==> src/rtl/led_chaser_pkg.sv <==
// Shared types for the LED chaser: pattern mode encoding, bounce-direction
// constants and the divider width helper.
package led_chaser_pkg;

    typedef logic [1:0] mode_t;

    typedef enum mode_t {
        ROTATE = 2'b00,
        BOUNCE = 2'b01,
        FILL   = 2'b10,
        HOLD   = 2'b11
    } mode_e;

    localparam logic BOUNCE_UP   = 1'b0;
    localparam logic BOUNCE_DOWN = 1'b1;

    // Bits needed to count 0..value-1; never less than one.
    function automatic int unsigned clog2(input int unsigned value);
        int unsigned width = 1;
        while ((64'd1 << width) < 64'(value)) begin
            width = width + 1;
        end
        return width;
    endfunction

endpackage

==> src/rtl/led_chaser_if.sv <==
// Control/status bundle between a pattern controller and the LED chaser.
// With LED_CHASER_PWM_EN defined the bundle also carries the 4-bit brightness.
interface led_chaser_if #(
    parameter int unsigned N_LEDS = 4
);
    logic [1:0]        mode;
    logic              dir;
    logic              pause;
    logic [N_LEDS-1:0] leds;
    logic              step;
    logic              pwr;
`ifdef LED_CHASER_PWM_EN
    logic [3:0]        bright;
`endif

    modport master (
        output mode,
        output dir,
        output pause,
`ifdef LED_CHASER_PWM_EN
        output bright,
`endif
        input  leds,
        input  step,
        input  pwr
    );

    modport slave (
        input  mode,
        input  dir,
        input  pause,
`ifdef LED_CHASER_PWM_EN
        input  bright,
`endif
        output leds,
        output step,
        output pwr
    );
endinterface

==> src/rtl/led_tick_div.sv <==
// Step-rate divider: counts 0..DIV-1 while enabled and flags the last count.
module led_tick_div
    import led_chaser_pkg::*;
#(
    parameter int unsigned DIV = 12000000
) (
    input  logic clk,
    input  logic rst,
    input  logic en,
    input  logic clr,
    output logic tick
);
    localparam int unsigned      CntW   = clog2(DIV);
    localparam logic [CntW-1:0] CntMax = CntW'(DIV - 1);

    logic [CntW-1:0] cnt_q;
    logic [CntW-1:0] cnt_d;
    logic            at_max;

    assign at_max = (cnt_q == CntMax);
    // A clear wins over a pending tick so a reseed never steps in the same cycle.
    assign tick   = en && at_max && !clr;

    always_comb begin
        cnt_d = cnt_q;
        if (clr) begin
            cnt_d = '0;
        end else if (en) begin
            cnt_d = at_max ? '0 : cnt_q + CntW'(1);
        end
    end

    always_ff @(posedge clk) begin
        if (rst) begin
            cnt_q <= '0;
        end else begin
            cnt_q <= cnt_d;
        end
    end

endmodule

==> src/rtl/led_chaser.sv <==
// LED pattern generator: rotate, bounce, fill or hold, advancing once per DIV clocks.
// Define LED_CHASER_PWM_EN to add 4-bit PWM brightness on the outputs.
module led_chaser
    import led_chaser_pkg::*;
#(
    parameter int unsigned N_LEDS = 4,
    parameter int unsigned DIV    = 12000000
) (
    input  logic         clk,
    input  logic         rst,
    led_chaser_if.slave  bus
);
    localparam logic [N_LEDS-1:0] LsbHot  = N_LEDS'(1);
    localparam logic [N_LEDS-1:0] MsbHot  = LsbHot << (N_LEDS - 1);
    localparam logic [N_LEDS-1:0] AllOnes = {N_LEDS{1'b1}};

    mode_e             mode_in;
    mode_e             mode_q;
    logic              mode_chg;
    logic              div_en;
    logic              tick;
    logic [N_LEDS-1:0] pat_q;
    logic [N_LEDS-1:0] pat_d;
    logic [N_LEDS-1:0] seed;
    logic [N_LEDS-1:0] next_pat;
    logic              bdir_q;
    logic              bdir_d;
    logic              step_q;

    assign mode_in  = mode_e'(bus.mode);
    assign mode_chg = (mode_in != mode_q);
    assign div_en   = !bus.pause && (mode_q != HOLD);

    led_tick_div #(
        .DIV (DIV)
    ) u_tick_div (
        .clk  (clk),
        .rst  (rst),
        .en   (div_en),
        .clr  (mode_chg),
        .tick (tick)
    );

    always_comb begin
        seed = pat_q;
        unique case (mode_in)
            ROTATE:  seed = bus.dir ? MsbHot : LsbHot;
            BOUNCE:  seed = LsbHot;
            FILL:    seed = '0;
            HOLD:    seed = pat_q;
            default: seed = pat_q;
        endcase
    end

    always_comb begin
        next_pat = pat_q;
        unique case (mode_q)
            ROTATE: begin
                next_pat = bus.dir ? {pat_q[0], pat_q[N_LEDS-1:1]}
                                   : {pat_q[N_LEDS-2:0], pat_q[N_LEDS-1]};
            end
            BOUNCE: begin
                next_pat = (bdir_q == BOUNCE_DOWN) ? (pat_q >> 1) : (pat_q << 1);
            end
            FILL: begin
                if (pat_q == AllOnes) begin
                    next_pat = '0;
                end else begin
                    next_pat = bus.dir ? {1'b1, pat_q[N_LEDS-1:1]}
                                       : {pat_q[N_LEDS-2:0], 1'b1};
                end
            end
            HOLD:    next_pat = pat_q;
            default: next_pat = pat_q;
        endcase
    end

    always_comb begin
        pat_d  = pat_q;
        bdir_d = bdir_q;
        if (mode_chg) begin
            pat_d  = seed;
            bdir_d = BOUNCE_UP;
        end else if (tick) begin
            pat_d = next_pat;
            // Turn around on the tick that lands on an end, so each end shows for one step.
            if (mode_q == BOUNCE) begin
                if (next_pat[N_LEDS-1]) begin
                    bdir_d = BOUNCE_DOWN;
                end else if (next_pat[0]) begin
                    bdir_d = BOUNCE_UP;
                end
            end
        end
    end

    always_ff @(posedge clk) begin
        if (rst) begin
            mode_q <= ROTATE;
            pat_q  <= LsbHot;
            bdir_q <= BOUNCE_UP;
            step_q <= 1'b0;
        end else begin
            mode_q <= mode_in;
            pat_q  <= pat_d;
            bdir_q <= bdir_d;
            step_q <= tick;
        end
    end

`ifdef LED_CHASER_PWM_EN
    logic [3:0] pwm_q;

    always_ff @(posedge clk) begin
        if (rst) begin
            pwm_q <= '0;
        end else begin
            pwm_q <= pwm_q + 4'd1;
        end
    end

    assign bus.leds = (pwm_q < bus.bright) ? pat_q : '0;
`else
    assign bus.leds = pat_q;
`endif

    assign bus.step = step_q;
    assign bus.pwr  = 1'b1;

endmodule

==> src/flat_wrapper.sv <==
// flat-port wrapper written by rule: the top's interface ports become plain ports
module led_chaser_flat import led_chaser_pkg::*;
#(
    parameter int unsigned N_LEDS = 4,
    parameter int unsigned DIV    = 12000000
)
  (clk, rst, bus_mode, bus_dir, bus_pause, bus_leds, bus_step, bus_pwr);
  led_chaser_if #(.N_LEDS(N_LEDS)) bus_i ();
  input  logic clk;
  input  logic rst;
  input wire logic [$bits(bus_i.mode)-1:0] bus_mode;
  input wire logic [$bits(bus_i.dir)-1:0] bus_dir;
  input wire logic [$bits(bus_i.pause)-1:0] bus_pause;
  output wire logic [$bits(bus_i.leds)-1:0] bus_leds;
  output wire logic [$bits(bus_i.step)-1:0] bus_step;
  output wire logic [$bits(bus_i.pwr)-1:0] bus_pwr;
  assign bus_i.mode = bus_mode;
  assign bus_i.dir = bus_dir;
  assign bus_i.pause = bus_pause;
  assign bus_leds = bus_i.leds;
  assign bus_step = bus_i.step;
  assign bus_pwr = bus_i.pwr;
  led_chaser #(.N_LEDS(N_LEDS), .DIV(DIV)) u_core (.clk(clk), .rst(rst), .bus(bus_i));
endmodule
==> config.mk <==
export PLATFORM = sky130hd
export DESIGN_NAME = led_chaser_flat
export DESIGN_NICKNAME = d
export VERILOG_FILES = /design/src/rtl/led_chaser_pkg.sv /design/src/rtl/led_chaser_if.sv /design/src/rtl/led_tick_div.sv /design/src/rtl/led_chaser.sv /design/src/flat_wrapper.sv
export SDC_FILE = /design/constraint.sdc
export NUM_CORES = 1
export LEC_CHECK = 0
export ABC_AREA = 1
export CORE_MARGIN = 1.5
export CORE_UTILIZATION = 25
export DETAILED_ROUTE_END_ITERATION = 8
export GPL_TIMING_DRIVEN = 0
export PLACE_DENSITY = 0.45
export SLEW_MARGIN = 15
export SYNTH_ARGS = -nofsm -noshare
export SYNTH_HDL_FRONTEND = slang
export SYNTH_SLANG_ARGS = --single-unit
export TNS_END_PERCENT = 30
==> constraint.sdc <==
create_clock -name clk -period 3.2 [get_ports clk]
set_clock_uncertainty 0.1 [all_clocks]
set_input_delay 0.96 -clock clk [delete_from_list [all_inputs] [get_ports clk]]
set_output_delay 0.96 -clock clk [all_outputs]
set_load 0.02 [all_outputs]
* Word-level counts from Yosys, hierarchy flattened
Cells that the tools add are included.
** Operators by class
- Add/sub/neg operators :: 1
- Equality and inequality tests :: 12
- Multiplexer cells :: 12
- Reductions and logical operators :: 13
** Operators by type and width (count)
- 2-to-1 mux 4 bit :: 7
- adder 24 x 1 -> 24 bit (second input constant) :: 1
- == test 24 bit (second input constant) :: 1
- 2-to-1 mux 24 bit :: 1
- one-hot mux 4 bit (4 select lines) :: 1
- one-hot mux 4 bit (3 select lines) :: 1
- == test 2 bit (second input constant) :: 4
- inequality test 2 bit (second input constant) :: 3
- AND reduction 3 bit :: 2
- == test 2 x 1 -> 1 bit (second input constant) :: 2
- == test 4 bit (second input constant) :: 1
- zero test 2 bit :: 2
- nonzero test 2 bit :: 2
- logical AND 1 bit :: 3
- zero test 1 bit :: 2
- 2-to-1 mux 1 bit :: 2
- inequality test 2 bit :: 1
- AND reduction 2 bit :: 1
- OR reduction 2 bit :: 1
** Storage, ports and cells
- Register bits after elaboration :: 32
- Bits of input ports :: 6
- Output and inout bits :: 6

* Longest topological paths before layout
Gate-level depths: netlist of the first run.
- Depth in word-level cells :: 6
- Mapped depth :: 11

* Cells and area by module
From an unflattened synthesis of the first run, not the netlist that was laid out.
** Second synthesis, totals
- Cell total of the unflattened synthesis :: 338
- Area total of the unflattened synthesis :: 2143.3 um^2
** Modules (own cells, without submodules)
- led_tick_div :: times used 1, cells each 224, area each 1482.7 um^2, seq. area each 480.5 um^2
- led_chaser :: times used 1, cells each 114, area each 660.6 um^2, seq. area each 160.2 um^2

* Worst setup path after synthesis of the first run
Ideal clock, no wire load.
- Kind :: input-to-reg
- Start point :: in bus_pause
- End point :: reg u_core.pat_q[0], in the netlist u_core.bus.leds[0]
- Setup time :: 119 ps
- Arrival time :: 1871 ps
- Data required time :: 2981 ps
- Path slack :: 1109 ps
- Stages :: 10
- Path through :: inv_1 -> nand2_4 -> nor2_8 -> nand3_4 -> nor2_4 -> nand2_4 -> nand2_2 -> inv_1 -> nand2_1 -> nand3_1
** On the way
- Word-level cells in the longest chain between the ends :: 6
** Ends and longest elaborated chain
- start: declaration :: line flat_wrapper.sv:13 : input wire logic [$bits(bus_i.pause)-1:0] bus_pause;
- zero test 1 bit :: line led_chaser.sv:32 : assign div_en = !bus.pause && (mode_q != HOLD);
- logical AND 1 bit :: line led_chaser.sv:32
- logical AND 1 bit (2 in series) :: line led_tick_div.sv:22 : assign tick = en && at_max && !clr;
- nonzero test 2 bit (no line)
- AND reduction 2 bit (no line)
- end signal: assignment :: line led_chaser.sv:100 : pat_q <= LsbHot;
- end signal: assignment :: line led_chaser.sv:105 : pat_q <= pat_d;
- end: declaration :: line led_chaser.sv:22 : logic [N_LEDS-1:0] pat_q;
Every way passes these cells.
A chain may end at the register's enable or synchronous reset.

* Final worst setup path of the first run
- Start point :: reg u_core.pat_q[2], in the netlist u_core.bus.leds[2]
- End point :: out bus_leds[2]
** RTL lines
- end: declaration :: line flat_wrapper.sv:14 : output wire logic [$bits(bus_i.leds)-1:0] bus_leds;
No word-level cell between the ends.

==> metrics.md, run 1 <==
| Metric | Value |
|---|---|
| Status | `finished clean` |
| Die H | `91.79 µm` |
| Max Clk Rate | `0.4024 GHz` |
| Number of I/O pins | `12` |
| First-pass DRT Iterations | `4` |
| CP bufs+invs | `1` |
| Row count | `32` |
| NetSw | `0.2121 mW` |
| Post-Syn Instances | `299` |
| Family with the most delay on the worst path | `buffers and inverters` |
| Avg Inst Size Synth | `6.591 µm²` |
| Setup-failing EPs final | `0` |
| Antenna diode count | `0` |
| Worst-case clock buffer depth | `2` |
| Worst min path class | `flip-flop to flip-flop` |
| Main flop type after synthesis | `dfxtp_1` |
| Slew Viols, Final | `0` |
| Seq/Total Area, Yosys | `between 30% and 40%` |
| Core footprint | `roughly 0.0077 mm²` |
| Data arrival, critical path | `1420 ps` |
| Count leader, synth | `nand2_1` |
| Initial core utilization | `25.63%` |
| Cts bufs inserted | `5` |
| Synthesized area | `between 0.0015 and 0.002 mm²` |
| Peak supply drop | `0.0001545 V` |
| Synth Register Bits | `32` |
| PostCTS Resize Cnt | `0` |
| Switching Share | `25.76%` |
| Crit end category | `primary output` |
| Setup TNS | `0 ps` |
| CTS sink cnt | `32` |
| Initial DRC count | `67` |
| Port bufs | `9` |
| Setup Crit Path Kind | `flip-flop to primary output` |
| # nets final | `between 300 and 400` |
| Distinct cells, synth | `35` |
| Leakage dissipation | `about 0.9 nW` |
| Clock power share | `39.3%` |
| Routed Antenna Nets | `0` |
| PD cells | `roughly 360 mW/mm²` |
| Routed WL | `4.436 mm` |
| Vias per inst | `approximately 4.2` |
| Crit-path slowest cell | `clkdlybuf4s50_1` |
| Die X | `91.79 µm` |
| Share of cells above drive strength 1 | `between 10% and 20%` |
| Area leader, netlist | `dfxtp_1` |
| Post-CTS Hold Buffers | `0` |
| Htree depth | `2` |
| Fillers | `between 800 and 900` |
| Worst setup SP type | `flip-flop` |
| Initial antenna violation count | `0` |
| Post-CTS setup buffers | `0` |
| First-pass GRT wire length | `7.948 mm` |
| Slowest stage delay, CP | `approximately 660 ps` |
| Total GRT Usage | `11.72%` |
| Area Growth Syn to Fin | `15.62%` |
| EDFF count, synth | `0` |
| Residual DRC | `0` |
| Post-synthesis async set-or-reset flop share | `0%` |
| Crit-path max FO | `8` |
| Max-cap viol count | `0` |
| Total number of vias | `1775` |
| Synth top area cells | `dfxtp_1 (33%), nand2_1 (14%), nor2_1 (8.6%), inv_1 (7.6%), a21oi_1 (5.3%)` |
| Routability Congestion | `approximately 0.8` |
| Yosys Warn Count | `0` |
| Flop pwr share | `between 50% and 60%` |
| Logic pwr share | `10.7%` |
| Grt ovf | `0` |
| Post-synth top area share | `32.51%` |
| Top cells by count, synth | `nand2_1 (75), nor2_1 (45), inv_1 (40), dfxtp_1 (32), a21oi_1 (21)` |
| Crit-path cells | `clkdlybuf4s50_1` |
| Count of final hold-check violations | `0` |
| Final instance area | `0.002278 mm²` |
| RSZ-0062 raised after global routing | `false` |
| DR WL/cell | `10.61 µm` |
| Worst path required time | `2140 ps` |
| Clk slew on worst S/H paths | `70 ps` |
| Root buf cell | `clkbuf_8` |
| Die area | `roughly 0.0084 mm²` |
| P_int | `0.6113 mW` |
| Final Critical Period | `2485 ps` |
| Syn nets | `approximately 310` |
| Part of the cycle the worst path needs | `77.65%` |
| Largest net degree at the start of global routing | `11` |
| Vias in the first global route | `1721` |
| Cell Area, Placed | `0.002188 mm²` |
| Clk Latency, worst-skew pair | `roughly 280 ps` |
| Hpwl dp | `3.447 mm` |
| CTS tree | `done` |
==> layout by cell type (no fill, tap or decap), types with 3 or more instances in the layout <==
cell type and n:
xnor2_1 4, nor2_1 45, inv_1 40, clkbuf_1 3, dfxtp_1 32, o21ai_0 14
nand3_2 3, clkbuf_8 6, nor3_1 5, nand3_1 17, clkdlybuf4s50_1 9, nand2_1 75
inv_2 3, a21oi_1 21, nand2_2 3, nand4_1 3, ha_1 3, nor2_4 6
nand2_4 3
==> flip-flops by register name, indices dropped and copies added, names as in the netlist <==
register / count
u_core.bus.leds: 4
u_core.mode_q: 2
u_core.bus.step: 1
u_core.u_tick_div.cnt_q: 24
u_core.bdir_q: 1
==> worst min-delay path, stage by stage (launching register included) <==
cell and delay [ps]:
dfxtp_1 330, inv_1 50, a211oi_1 50
==> metal layers <==
| metal | share of wire [%] | wire (µm) | global-route usage (%) |
|---|---|---|---|
| met5 | 0 | 0 | 0 |
| met4 | 2.0 | 87 | 4.744 |
| met3 | 2.8 | 122 | 2.239 |
| met2 | 43 | 1920 | 18.84 |
| met1 | 52 | 2306 | 15.39 |
==> cell type report <==
cell class | count | area (µm²) | area share [%]
well taps | 102 | 127.6 | 5.601
multi-input cells | 219 | 1142 | 50.14
flip-flops and latches | 32 | 640.6 | 28.12
plain buffers | 2 | 11.26 | 0.4942
repair buffers | 9 | 90.09 | 3.954
inverters | 46 | 176.4 | 7.743
clock buffers | 8 | 90.09 | 3.954
==> final timing paths <==
| path | end | slack (ps) | startpoint | cells past startpoint |
|---|---|---|---|---|
| setup / recovery | bus_leds[2] | 720 | u_core.bus.leds[2] | 1 |
| hold / removal | u_core.u_tick_div.cnt_q[2] | 380 | u_core.u_tick_div.cnt_q[2] | 2 |
| setup reg to reg | u_core.bus.leds[0] | 1360 | u_core.u_tick_div.cnt_q[0] | 10 |
| hold reg to reg | u_core.u_tick_div.cnt_q[2] | 380 | u_core.u_tick_div.cnt_q[2] | 2 |
==> metrics by stage <==
step | total power, mW | setup slack, ps | util [%] | hold slack [ps] | instances
after floorplan | 0.4798 | 1109 | - | 347.4 | 299
after global placement | 0.5098 | 422.9 | 28.47 | 366.3 | 410
after detailed placement | 0.5099 | 404.1 | 28.47 | 371.9 | 410
after CTS | 0.8362 | 690.1 | 29.64 | 381.7 | 418
after global routing | 0.8612 | 569.7 | 29.64 | 414.3 | 418
final | 0.8234 | 715.1 | 29.64 | 379.1 | 418
==> power groups by stage <==
| stage | registers [mW] | logic (mW) | clock network [mW] |
|---|---|---|---|
| 2_1_floorplan | 0.422 | 0.0574 | 0 |
| 3_5_place_dp | 0.421 | 0.0891 | 0 |
| 5_1_grt | 0.413 | 0.101 | 0.348 |
| 4_1_cts | 0.412 | 0.0895 | 0.335 |
| 6_report | 0.412 | 0.0878 | 0.324 |
| 3_3_place_gp | 0.421 | 0.0890 | 0 |
==> cell families after synthesis <==
family	after synthesis	synth area share [%]
adders and majority gates	3	1.905
DFF	32	32.51
AOI/OAI and AO/OA	40	10.67
other	1	0.1903
buffers and inverters	48	9.523
and+or+nand+nor	169	42.54
xor gates and xnor gates	6	2.667
No activity file was read; power rests on OpenSTA's default activity.
==> run 2: changes to the inputs <==
Settings changed: PLACE_DENSITY 0.45 to 0.47.
Clock period 3.2 ns to 2.2 ns, I/O delays scaled along.
==> metrics.md, run 2 (synthesis gave the netlist of run 1 again) <==
| Metric | Value |
|---|---|
| Status | `finished clean` |
| Root buf cell | `clkbuf_8` |
| Port bufs | `9 (unchanged)` |
| Setup Crit Path Kind | `flip-flop to primary output` |
| Area occupied by multi-input gates | `0.001154 mm² (+0.99%)` |
| RR Endpoint | `u_core.u_tick_div.cnt_q[23]` |
| DR WL/cell | `10.71 µm (+0.89%)` |
| Initial DRC count | `79 (+18%)` |
| Clk slew on worst S/H paths | `70 ps (about the same)` |
| Data arrival, critical path | `1370 ps (-50 ps)` |
| Die H | `91.79 µm (unchanged)` |
| Fillers | `869 (-2.7%)` |
| Antenna diode count | `0 (unchanged)` |
| Setup-failing EPs final | `0 (unchanged)` |
| Most common cell after layout, fill and taps aside | `nand2_1` |
| Final Critical Period | `2128 ps` |
| Cell Area, Placed | `0.002188 mm² (unchanged)` |
| Die X | `91.79 µm (unchanged)` |
| Top reg by flops | `u_core.u_tick_div.cnt_q` |
| Row count | `32 (unchanged)` |
| PD cells | `519.6 mW/mm² (+44%)` |
| Cts bufs inserted | `5 (unchanged)` |
| Most frequent cells in the layout | `nand2_1 (75), nor2_1 (45), inv_1 (40)` |
| Worst hold path depth | `2 (unchanged)` |
| Slew Viols, Final | `0 (unchanged)` |
| First-pass GRT wire length | `7.769 mm (-2.3%)` |
| Hold_sp | `u_core.u_tick_div.cnt_q[2]` |
| Htree depth | `2 (unchanged)` |
| Leakage dissipation | `0.9385 nW (+6.3%)` |
| Crit-path cells | `clkdlybuf4s50_1` |
| Max reg flops | `24 (unchanged)` |
| Count of final hold-check violations | `0 (unchanged)` |
| Clk Latency, worst-skew pair | `290 ps (about the same)` |
| Initial core utilization | `25.63% (unchanged)` |
| Number of I/O pins | `12 (unchanged)` |
| Worst path required time | `1440 ps (-700 ps)` |
| Crit-path max FO | `6 (-2)` |
| Final instance area | `0.002327 mm² (+2.1%)` |
| Worst-case clock buffer depth | `2 (unchanged)` |
| CTS sink cnt | `32 (unchanged)` |
| Total number of vias | `1810 (+2.0%)` |
| Crit-path slowest cell | `clkdlybuf4s50_1` |
| Vias in the first global route | `1690 (-1.8%)` |
| Max-cap viol count | `0 (unchanged)` |
| FF-to-FF Start | `u_core.u_tick_div.cnt_q[0]` |
| Die area | `0.008424 mm² (unchanged)` |
| CP bufs+invs | `1 (unchanged)` |
| R2r worst-path depth | `10 (unchanged)` |
| Hold endpoint | `u_core.u_tick_div.cnt_q[2]` |
| Final worst setup slack | `71.53 ps (-643.5 ps)` |
| Crit end category | `primary output` |
| Worst min path class | `flip-flop to flip-flop` |
| Largest net degree at the start of global routing | `11 (unchanged)` |
| # nets final | `329 (+1.5%)` |
| Share of cells above drive strength 1 | `11.84% (+1.4 points)` |
| Vias per inst | `4.279 (+0.77%)` |
| Core footprint | `0.007687 mm² (unchanged)` |
| FF-to-FF setup slack | `330 ps (-1030 ps)` |
| Worst setup SP type | `flip-flop` |
| Max Clk Rate | `0.4698 GHz` |
| Area Growth Syn to Fin | `18.10%` |
| Initial antenna violation count | `0 (unchanged)` |
| CTS tree | `done` |
| Total GRT Usage | `11.45% (-0.28 points)` |
| Hpwl dp | `3.342 mm (-3.0%)` |
| Pre-CTS setup slack | `-243.6 ps (-647.7 ps)` |
| Routability Congestion | `0.8024 (+1.1%)` |
| Residual DRC | `0 (unchanged)` |
| Grt ovf | `0 (unchanged)` |
| First-pass DRT Iterations | `6 (+2)` |
| Routed Antenna Nets | `0 (unchanged)` |
| Peak supply drop | `0.0001662 V (+7.6%)` |
| Part of the cycle the worst path needs | `96.75%` |
| Slowest stage delay, CP | `650 ps (about the same)` |
| Routed WL | `4.529 mm (+2.1%)` |
| Register area | `640.6 µm² (unchanged)` |
| Family with the most delay on the worst path | `buffers and inverters` |
| CP startpoint | `u_core.bus.leds[0]` |
| Worst hold slack | `376.9 ps (-2.163 ps)` |
## run 2: worst max path at each step
stage / cells after the start / to
after floorplan: 10 / u_core.bus.leds[0]
after global placement: 8 / u_core.u_tick_div.cnt_q[19]
after detailed placement: 8 / u_core.u_tick_div.cnt_q[19]
after CTS: 1 / bus_leds[2]
after global routing: 11 / u_core.u_tick_div.cnt_q[23]
final: 1 / bus_leds[0]
## run 2: worst reg2reg max path, delay by kind of cell, from the launching register on
family | cells | cell delay [ps]
flops | 1 | 370
simple gates | 7 | 790
fa+ha+maj | 1 | 180
buf+inv | 2 | 310
## run 2: layout make-up
type	count	area share, %
clock buffer	8	3.871
sequential	32	27.53
inverter	46	7.688
timing repair buffer	13	5.376
multi-input combinational	220	49.57
tap	102	5.484
buffer	2	0.4839
## run 2: timing repair
item	4_1_cts	5_1_grt
endpoints found under the setup margin	0	12
setup buffers	0	4
hold buffers	0	0
resized for setup	0	3
## run 2: layer usage
metal  track usage (%)  up-vias  wire length, µm
met5                 0        -                0
met4             3.462        0               54
met3             2.985        6              168
met2             18.91       27             2062
met1             14.60      795             2243
li1                  -      982                -
## run 2: stage by stage
step           power [mW]  cells  utilization [%]  TNS, ps
2_1_floorplan      0.6979    299                -        0
3_3_place_gp       0.7415    410            28.47    -4208
3_5_place_dp       0.7407    410            28.47    -3772
4_1_cts             1.222    418            29.64        0
5_1_grt             1.270    423            30.27   -5.809
6_report            1.209    423            30.27        0
## run 2: power by group
part / switching (mW) / total, mW / leakage, nW / internal (mW)
registers: 0.0117 / 0.599 / 0.259 / 0.587
clock network: 0.222 / 0.477 / 0.0455 / 0.255
logic: 0.0833 / 0.133 / 0.634 / 0.0499
==> run 3: changes to the inputs <==
Settings changed: CTS_CLUSTER_SIZE set to 12.
==> results of run 3 <==
No change in the layout: final DEF, timing and power equal those of run 2.
